## src/rtl/avf_sq_sampler_if.sv

```systemverilog
// Event and record bundle between the SQ pipeline and the residency sampler.
interface avf_sq_sampler_if #(
  parameter int unsigned IDX_W = 6,
  parameter int unsigned DUR_W = 10
);
  logic             alloc_valid;
  logic [IDX_W-1:0] alloc_idx;
  logic             exec_valid;
  logic [IDX_W-1:0] exec_idx;
  logic             retire_valid;
  logic [IDX_W-1:0] retire_idx;
  logic             flush;
  logic             rec_valid;
  logic             rec_ready;
  logic [IDX_W-1:0] rec_idx;
  logic [DUR_W-1:0] rec_dur_exec;
  logic [DUR_W-1:0] rec_dur_end;
  logic             rec_timeout;

  modport master (
    output alloc_valid, alloc_idx, exec_valid, exec_idx, retire_valid, retire_idx,
           flush, rec_ready,
    input  rec_valid, rec_idx, rec_dur_exec, rec_dur_end, rec_timeout
  );

  modport slave (
    input  alloc_valid, alloc_idx, exec_valid, exec_idx, retire_valid, retire_idx,
           flush, rec_ready,
    output rec_valid, rec_idx, rec_dur_exec, rec_dur_end, rec_timeout
  );
endinterface

```

## src/rtl/avf_sq_sampler.sv

```systemverilog
// Samples one SQ allocation per period and reports its alloc->exec/retire residency.
// Optional timeout exit when AVF_SQ_TIMEOUT_EN is defined.
module avf_sq_sampler #(
  parameter int unsigned DUR_W      = 10,
  parameter int unsigned PRESCALE_W = 4,
  parameter int unsigned IDX_W      = 6,
  parameter int unsigned PERIOD_W   = 8,
  parameter int unsigned ACC_W      = 24
) (
  input  logic                clk,
  input  logic                reset,
  input  logic                en,
  input  logic [PERIOD_W-1:0] period,
  avf_sq_sampler_if.slave     sq,
  output logic [DUR_W-1:0]    timestamp,
  output logic [ACC_W-1:0]    acc_exec,
  output logic [ACC_W-1:0]    acc_end,
  output logic [ACC_W-1:0]    acc_count,
  output logic                busy
);

  typedef enum logic [2:0] {IDLE, WAIT_TRIG, WAIT_ALLOC, TRACK, REPORT} state_t;

  state_t                state;
  logic [PRESCALE_W-1:0] pre;
  logic [PERIOD_W-1:0]   cnt;
  logic [IDX_W-1:0]      cap_idx;
  logic [DUR_W-1:0]      start;
  logic [DUR_W-1:0]      dur_exec;
  logic                  exec_seen;
  logic                  rec_valid_q;
  logic [IDX_W-1:0]      rec_idx_q;
  logic [DUR_W-1:0]      rec_dur_exec_q;
  logic [DUR_W-1:0]      rec_dur_end_q;

  logic [PERIOD_W-1:0] period_ld;
  logic [DUR_W-1:0]    elapsed;
  logic                exec_hit;
  logic                retire_hit;

  assign period_ld  = (period == '0) ? PERIOD_W'(1) : period;
  assign elapsed    = timestamp - start;
  assign exec_hit   = sq.exec_valid && (sq.exec_idx == cap_idx) && !exec_seen;
  assign retire_hit = sq.retire_valid && (sq.retire_idx == cap_idx);

  assign sq.rec_valid    = rec_valid_q;
  assign sq.rec_idx      = rec_idx_q;
  assign sq.rec_dur_exec = rec_dur_exec_q;
  assign sq.rec_dur_end  = rec_dur_end_q;

`ifdef AVF_SQ_TIMEOUT_EN
  logic rec_timeout_q;
  assign sq.rec_timeout = rec_timeout_q;
`else
  assign sq.rec_timeout = 1'b0;
`endif

  function automatic logic [ACC_W-1:0] sat_add(input logic [ACC_W-1:0] a,
                                               input logic [ACC_W-1:0] b);
    logic [ACC_W:0] s;
    s = {1'b0, a} + {1'b0, b};
    return s[ACC_W] ? '1 : s[ACC_W-1:0];
  endfunction

  // Coarse timestamp shared by all SQ duration measurement
  always_ff @(posedge clk) begin
    if (!reset) begin
      pre       <= '0;
      timestamp <= '0;
    end else begin
      pre <= pre + PRESCALE_W'(1);
      if (pre == '1) timestamp <= timestamp + DUR_W'(1);
    end
  end

  always_ff @(posedge clk) begin
    if (!reset) begin
      state          <= IDLE;
      busy           <= 1'b0;
      cnt            <= '0;
      cap_idx        <= '0;
      start          <= '0;
      dur_exec       <= '0;
      exec_seen      <= 1'b0;
      rec_valid_q    <= 1'b0;
      rec_idx_q      <= '0;
      rec_dur_exec_q <= '0;
      rec_dur_end_q  <= '0;
`ifdef AVF_SQ_TIMEOUT_EN
      rec_timeout_q  <= 1'b0;
`endif
      acc_exec       <= '0;
      acc_end        <= '0;
      acc_count      <= '0;
    end else begin
      case (state)
        IDLE: if (en) begin
          cnt   <= period_ld;
          state <= WAIT_TRIG;
          busy  <= 1'b1;
        end
        WAIT_TRIG: begin
          if (!en) begin
            state <= IDLE;
            busy  <= 1'b0;
          end else if (cnt == PERIOD_W'(1)) begin
            state <= WAIT_ALLOC;
          end else begin
            cnt <= cnt - PERIOD_W'(1);
          end
        end
        WAIT_ALLOC: begin
          if (!en) begin
            state <= IDLE;
            busy  <= 1'b0;
          end else if (sq.alloc_valid) begin
            cap_idx   <= sq.alloc_idx;
            start     <= timestamp;
            exec_seen <= 1'b0;
            state     <= TRACK;
          end
        end
        TRACK: begin
          if (exec_hit) begin
            dur_exec  <= elapsed;
            exec_seen <= 1'b1;
          end
          // A matching retire takes priority over flush and timeout
          if (retire_hit) begin
            rec_valid_q    <= 1'b1;
            rec_idx_q      <= cap_idx;
            rec_dur_end_q  <= elapsed;
            rec_dur_exec_q <= exec_seen ? dur_exec : elapsed;
`ifdef AVF_SQ_TIMEOUT_EN
            rec_timeout_q  <= 1'b0;
`endif
            state          <= REPORT;
          end
`ifdef AVF_SQ_TIMEOUT_EN
          else if (elapsed == '1) begin
            rec_valid_q    <= 1'b1;
            rec_idx_q      <= cap_idx;
            rec_dur_end_q  <= '1;
            rec_dur_exec_q <= exec_seen ? dur_exec : '1;
            rec_timeout_q  <= 1'b1;
            state          <= REPORT;
          end
`endif
          else if (sq.flush) begin
            cnt   <= period_ld;
            state <= WAIT_TRIG;
          end
        end
        REPORT: if (sq.rec_ready) begin
          rec_valid_q <= 1'b0;
          acc_exec    <= sat_add(acc_exec, ACC_W'(rec_dur_exec_q));
          acc_end     <= sat_add(acc_end, ACC_W'(rec_dur_end_q));
          acc_count   <= sat_add(acc_count, ACC_W'(1));
          if (en) begin
            cnt   <= period_ld;
            state <= WAIT_TRIG;
          end else begin
            state <= IDLE;
            busy  <= 1'b0;
          end
        end
        default: begin
          state <= IDLE;
          busy  <= 1'b0;
        end
      endcase
    end
  end

endmodule

```

## src/flat_wrapper.sv

```systemverilog
// flat-port wrapper written by rule: the top's interface ports become plain ports
module avf_sq_sampler_flat 
#(
  parameter int unsigned DUR_W      = 10,
  parameter int unsigned PRESCALE_W = 4,
  parameter int unsigned IDX_W      = 6,
  parameter int unsigned PERIOD_W   = 8,
  parameter int unsigned ACC_W      = 24
)
  (clk, reset, en, period, timestamp, acc_exec, acc_end, acc_count, busy, sq_alloc_valid, sq_alloc_idx, sq_exec_valid, sq_exec_idx, sq_retire_valid, sq_retire_idx, sq_flush, sq_rec_ready, sq_rec_valid, sq_rec_idx, sq_rec_dur_exec, sq_rec_dur_end, sq_rec_timeout);
  avf_sq_sampler_if #(.IDX_W(IDX_W), .DUR_W(DUR_W)) sq_i ();
  input  logic clk;
  input  logic reset;
  input  logic en;
  input  logic [PERIOD_W-1:0] period;
  output logic [DUR_W-1:0] timestamp;
  output logic [ACC_W-1:0] acc_exec;
  output logic [ACC_W-1:0] acc_end;
  output logic [ACC_W-1:0] acc_count;
  output logic busy;
  input wire logic [$bits(sq_i.alloc_valid)-1:0] sq_alloc_valid;
  input wire logic [$bits(sq_i.alloc_idx)-1:0] sq_alloc_idx;
  input wire logic [$bits(sq_i.exec_valid)-1:0] sq_exec_valid;
  input wire logic [$bits(sq_i.exec_idx)-1:0] sq_exec_idx;
  input wire logic [$bits(sq_i.retire_valid)-1:0] sq_retire_valid;
  input wire logic [$bits(sq_i.retire_idx)-1:0] sq_retire_idx;
  input wire logic [$bits(sq_i.flush)-1:0] sq_flush;
  input wire logic [$bits(sq_i.rec_ready)-1:0] sq_rec_ready;
  output wire logic [$bits(sq_i.rec_valid)-1:0] sq_rec_valid;
  output wire logic [$bits(sq_i.rec_idx)-1:0] sq_rec_idx;
  output wire logic [$bits(sq_i.rec_dur_exec)-1:0] sq_rec_dur_exec;
  output wire logic [$bits(sq_i.rec_dur_end)-1:0] sq_rec_dur_end;
  output wire logic [$bits(sq_i.rec_timeout)-1:0] sq_rec_timeout;
  assign sq_i.alloc_valid = sq_alloc_valid;
  assign sq_i.alloc_idx = sq_alloc_idx;
  assign sq_i.exec_valid = sq_exec_valid;
  assign sq_i.exec_idx = sq_exec_idx;
  assign sq_i.retire_valid = sq_retire_valid;
  assign sq_i.retire_idx = sq_retire_idx;
  assign sq_i.flush = sq_flush;
  assign sq_i.rec_ready = sq_rec_ready;
  assign sq_rec_valid = sq_i.rec_valid;
  assign sq_rec_idx = sq_i.rec_idx;
  assign sq_rec_dur_exec = sq_i.rec_dur_exec;
  assign sq_rec_dur_end = sq_i.rec_dur_end;
  assign sq_rec_timeout = sq_i.rec_timeout;
  avf_sq_sampler #(.DUR_W(DUR_W), .PRESCALE_W(PRESCALE_W), .IDX_W(IDX_W), .PERIOD_W(PERIOD_W), .ACC_W(ACC_W)) u_core (.clk(clk), .reset(reset), .en(en), .period(period), .sq(sq_i), .timestamp(timestamp), .acc_exec(acc_exec), .acc_end(acc_end), .acc_count(acc_count), .busy(busy));
endmodule
```

## config.mk

```make
export PLATFORM = sky130hd
export DESIGN_NAME = avf_sq_sampler_flat
export DESIGN_NICKNAME = d
export VERILOG_FILES = /design/src/rtl/avf_sq_sampler_if.sv /design/src/rtl/avf_sq_sampler.sv /design/src/flat_wrapper.sv
export SDC_FILE = /design/constraint.sdc
export NUM_CORES = 1
export LEC_CHECK = 0
export ABC_AREA = 1
export ABC_CLOCK_PERIOD_IN_PS = 2120
export BUFFER_PORTS_ARGS = -buffer_cell sky130_fd_sc_hd__buf_2
export CORE_MARGIN = 4
export CORE_UTILIZATION = 52
export DETAILED_ROUTE_END_ITERATION = 16
export HOLD_SLACK_MARGIN = 0.12
export PLACE_DENSITY = 0.85
export SYNTH_ARGS = -nofsm -noshare
export SYNTH_HDL_FRONTEND = slang
export SYNTH_SLANG_ARGS = --single-unit
```

## constraint.sdc

```tcl
create_clock -name clk -period 2.12 [get_ports clk]
set_input_delay 0.424 -clock clk [delete_from_list [all_inputs] [get_ports clk]]
set_output_delay 0.424 -clock clk [all_outputs]
set_load 0.02 [all_outputs]
```

; Yosys cells after proc, flatten, opt, wreduce, memory -nomap -nowiden
; Index checks and enable logic that the tools add are counted.
[word_totals]
input_bits = 34
out_inout_bits = 111
register_bits = 152
[op_classes]
add_sub_neg = 7
n_eq_ne = 21
bitwise_logic = 1
muxes = 33
n_reduce_logical = 19
[ops]
columns = cell, count
row1 = $mux 24, 3
row2 = $mux 8, 7
row3 = $add 24x10->25, 2
row4 = $pmux 8 s4, 1
row5 = $add 24x1->25 const B, 1
row6 = $mux 3, 8
row7 = $ne 2x2->1 const B, 8
row8 = $pmux 3 s5, 1
row9 = $eq 6x6->1, 2
row10 = $add 10x1->10 const B, 1
row11 = $mux 10, 1
row12 = $sub 10x10->10, 1
row13 = $mux 1, 9
row14 = $reduce_and 3->1, 3
row15 = $eq 8x1->1 const B, 1
row16 = $logic_not 8->1, 1
row17 = $sub 8x1->8 const B, 1
row18 = $eq 3x2->1 const B, 2
row19 = $ne 3x2->1 const B, 2
row20 = $reduce_and 2->1, 3
row21 = $reduce_and 6->1, 1
row22 = $reduce_and 5->1, 1
row23 = $add 4x1->4 const B, 1
row24 = $eq 4x4->1 const B, 1
row25 = other kinds (14), 19

; Depth between registers and ports, before layout
[logic_depth]
word_depth = 5
mapped_depth = 13
ltp_nobuf = 13

; Worst setup path after synthesis
; Ideal clock, no wire load.
[synth_timing]
kind = register to register
start = reg u_core.rec_dur_end_q[0] (netlist: u_core.sq.rec_dur_end[0])
end = reg u_core.acc_end[17]
n_path_buf = 1
arrival_time_ns = 1.950
slack_ns = 0.042
stages_incl_launch_ff = 12
cell_sequence = dfxtp_1 -> ha_1 -> fa_1 -> nand3_1 -> nand3_1 -> nand3_1 -> nand3_1 -> nand3_1 -> buf_4 -> nand2_1 -> nor2_1 -> nor2_1
[synth_between]
elab_chain_cells = 2
[synth_rtl]
columns = item, line_no
row1 = "start, declared", avf_sq_sampler.sv:34  ; logic [DUR_W-1:0] rec_dur_end_q;
row2 = "start signal, assigned", avf_sq_sampler.sv:132  ; rec_dur_end_q <= elapsed;
row3 = $add 24x10->25, avf_sq_sampler.sv:61  ; s = {1'b0, a} + {1'b0, b};
row4 = $mux 24, avf_sq_sampler.sv:62  ; return s[ACC_W] ? '1 : s[ACC_W-1:0];
row5 = "end signal, assigned", avf_sq_sampler.sv:157  ; acc_end <= sat_add(acc_end, ACC_W'(rec_dur_end_q));
row6 = "end, declared", avf_sq_sampler.sv:17  ; output logic [ACC_W-1:0] acc_end,
; Every way passes these cells.
; A chain may end at the register's enable or synchronous reset.

; Worst setup path after layout
[layout_timing]
start = reg u_core.rec_dur_exec_q[0] (netlist: u_core.sq.rec_dur_exec[0])
end = reg u_core.acc_exec[14]
[layout_between]
elab_chain_cells = 2
[layout_rtl]
columns = item, line_no
row1 = "start, declared", avf_sq_sampler.sv:33  ; logic [DUR_W-1:0] rec_dur_exec_q;
row2 = "start signal, assigned", avf_sq_sampler.sv:133  ; rec_dur_exec_q <= exec_seen ? dur_exec : elapsed;
row3 = $add 24x10->25, avf_sq_sampler.sv:61
row4 = $mux 24, avf_sq_sampler.sv:62
row5 = "end signal, assigned", avf_sq_sampler.sv:156  ; acc_exec <= sat_add(acc_exec, ACC_W'(rec_dur_exec_q));
row6 = "end, declared", avf_sq_sampler.sv:16  ; output logic [ACC_W-1:0] acc_exec,
; Every way passes these cells.

==> impl_metrics.ini <==
[place]
post_dp_cell_area_um2 = 10100
io_buffers = 143
gp_congestion = 0.946
dp_hpwl_um = 18100
dp_slack_ps = 17.9

[timing]
drv_slew = 0
timing.fmax_mhz = 512
fin_ws_ps = 165
tightest_slew_ps = 506
period_share_pct = 92.2
finalClockSkew_ps = 14.3
hold_violations = 0
setup_viol = 0
slew_headroom_pct = 66.2
rsz0062_at_grt = true
fin_crit_ps = 1950

[die]
initial_core_util_pct = 53.5
fp.dieW_um = 139
core_area_um2 = 16800
die_area_um2 = 19400
num_rows = 47
dieHeight_um = 139
ios = 145

[synthesis]
ys_ff_latch = 152
synth_seq_area_share_pct = 34.0
yosysUniqueCellTypes = 43
synth_area_um2 = 8960
synthesis.nets = 1450
async_flop_share_pct = 0
syn_inst = 1379
ys.flop_type = dfxtp_1
synth_edf_count = 0
synth.avg_cell_area_um2 = 6.50
yosys_warnings = 0

[power]
leakage_nw = 5.30
peakVddDrop_uv = 582
p_per_area_nw_per_um2 = 691

[clock_tree]
cts.clk_slew.worst_paths_ps = 60
clock_sink_count = 152
cts_hold_buf = 0
cts_tree = done
cts_buffer_depth = 2
cts_buffers = 17
htreeDepth = 4
clockRootBuffer = clkbuf_16
clkLatencyLatePin_ps = 430

[worst_setup_path]
startpoint = u_core.sq.rec_dur_exec[0]
worstRegToRegCells = 11
cp-start-kind = flip-flop
crit_required_ps = 2440
cp-endpoint = u_core.acc_exec[14]
r2r_slack_ps = 170
criticalPathCategory = reg -> reg
r2r-end = u_core.acc_exec[14]
worstPathArrival_ps = 2270
end_kind = flip-flop
crit_path_max_fanout = 13
reg2reg_from = u_core.sq.rec_dur_exec[0]

[grt]
grt_overflow = 0
grt_pass1_wl_um = 39900
grt_pass1_vias = 8603
gr-usage-all-layers_pct = 24.3
antenna_found_initial = 0
grt_max_degree = 34

[run_status]
status = finished, final reports clean

[worst_hold_path]
hp-class = in -> reg
hold_start = sq_alloc_idx[3]

[routing]
num_vias = 9339
routed_wl_um = 24000
avgViaCountPerCell = 5.27
drt_iter0_drc = 559
drc_errors = 0
firstDrtPassIters = 5
ant_nets = 0
wire_per_inst_um = 13.6

[layout]
nets = 1612
antenna_cells = 0
area_growth_pct = 18.7
layout-drive-gt1-share_pct = 15.8
final_design_area_no_fill_um2 = 10600
fillers = 1490

[run]
drv_cap = 0
[synth_stat cells, drive strengths merged (6+ instances only)]
master	n	share of area (%)
nand3	96	5.5
a21oi	120	6.8
o21bai	6	0.50
nand2	375	16
xnor2	23	2.2
dfxtp	152	34
buf	22	1.7
inv	192	8.0
ha	34	4.7
nor2	142	6.2
clkbuf	17	0.71
a31oi	12	0.84
o21ai	93	5.2
nand4	21	1.5
nand3b	10	0.84
xor2	15	1.5
nor3	25	1.6
[worst max-delay path, stage by stage, from the launching register on]
cell and delay, ps:
dfxtp_1 330, ha_1 250, fa_2 380, nand3_1 100, nand3_1 100, nand3_1 90
nand3_1 130, nand4_1 120, buf_6 170, nand3_1 90, nand2_1 70, inv_1 40
[how the worst min path moves through the flow]
| stage | endpoint | cells after the start |
|---|---|---|
| after floorplan | u_core.pre[0] | 1 |
| after global placement | u_core.pre[0] | 1 |
| after detailed placement | u_core.pre[0] | 1 |
| after CTS | u_core.cap_idx[3] | 3 |
| after global routing | u_core.cap_idx[3] | 3 |
| final | u_core.cap_idx[3] | 3 |
[metrics by stage]
| step | std cells | total power [W] | TNS [ps] | util [%] | hold slack, ps |
|---|---|---|---|---|---|
| finish | 1773 | 0.00735 | 0 | 63.5 | 269 |
| global route | 1773 | 0.00775 | -4.07 | 63.5 | 279 |
| CTS | 1772 | 0.00738 | 0 | 63.3 | 268 |
| detailed placement | 1741 | 0.00452 | 0 | 60.0 | 438 |
| global placement | 1741 | 0.00448 | 0 | 60.0 | 429 |
| floorplan | 1379 | 0.00420 | 0 | - | 418 |
[power by group]
| group | switching (W) | internal [W] | leakage [nW] |
|---|---|---|---|
| Sequential | 0.000123 | 0.00298 | 1.23 |
| Clock | 0.00122 | 0.00164 | 0.266 |
| Combinational | 0.000895 | 0.000496 | 3.80 |
| Total | 0.00224 | 0.00511 | 5.30 |
[flip-flops by register name, summed over array words and instances, names as in the netlist, 8 cells and up]
register,count
u_core.acc_exec,24
u_core.dur_exec,10
u_core.timestamp,10
u_core.acc_end,24
u_core.acc_count,24
u_core.sq.rec_dur_exec,10
u_core.sq.rec_dur_end,10
u_core.start,10
u_core.cnt,8
[timing repair]
item | in CTS | in global routing
setup endpoints to repair | 0 | 30
resized for setup | 0 | 7
setup buffers | 0 | 1
[cell families after synthesis]
logic type      after synthesis  synth area share (%)
fa+ha+maj                    37                  5.42
simple gates                680                  32.4
flops                       152                  34.0
buf+inv                     231                  10.4
compound gates              240                  14.1
xor+xnor                     38                  3.71
other cells                   1                0.0418
[layout by cell type (no fill, tap or decap), types with 2 or more instances in the layout]
cell type / instances
and3_1: 3
inv_2: 9
o21bai_1: 6
a21oi_2: 2
o31ai_1: 2
clkinv_4: 3
nor3_1: 22
nor2_2: 4
o21ai_0: 90
buf_12: 3
clkbuf_1: 2
buf_2: 143
xnor2_1: 23
nand2_1: 368
buf_6: 2
a21boi_0: 3
a31oi_1: 12
nand3_2: 3
inv_1: 183
dfxtp_1: 152
nor3_2: 3
clkinvlp_4: 2
nand3b_1: 10
nand4_1: 21
nor2_4: 2
o21ai_1: 3
nand3_1: 93
ha_1: 34
nor2_1: 136
nor4_1: 3
clkbuf_16: 17
a21oi_1: 118
nand2_2: 5
xor2_1: 15
or2_2: 2
fa_2: 3
nand2_4: 2
clkinv_2: 4
buf_4: 34
[area by class of cell]
type	instances	area [um^2]	area share, %
well taps	220	275	2.59
clock inverters	11	100	0.941
inverters	192	721	6.78
clock buffers	20	447	4.20
multi-input cells	996	5000	47.0
repair buffers	182	1050	9.90
flip-flops and latches	152	3040	28.6
[layer usage]
layer	vias to the layer above	global-route usage (%)	routed length [um]	part of all wire, %
met5	-	0	0	0
met4	0	7.05	325	1.4
met3	33	5.45	1660	6.9
met2	276	40.9	11200	47
met1	4268	31.4	10800	45
li1	4762	-	-	-
(Power assumes the default switching activity.)
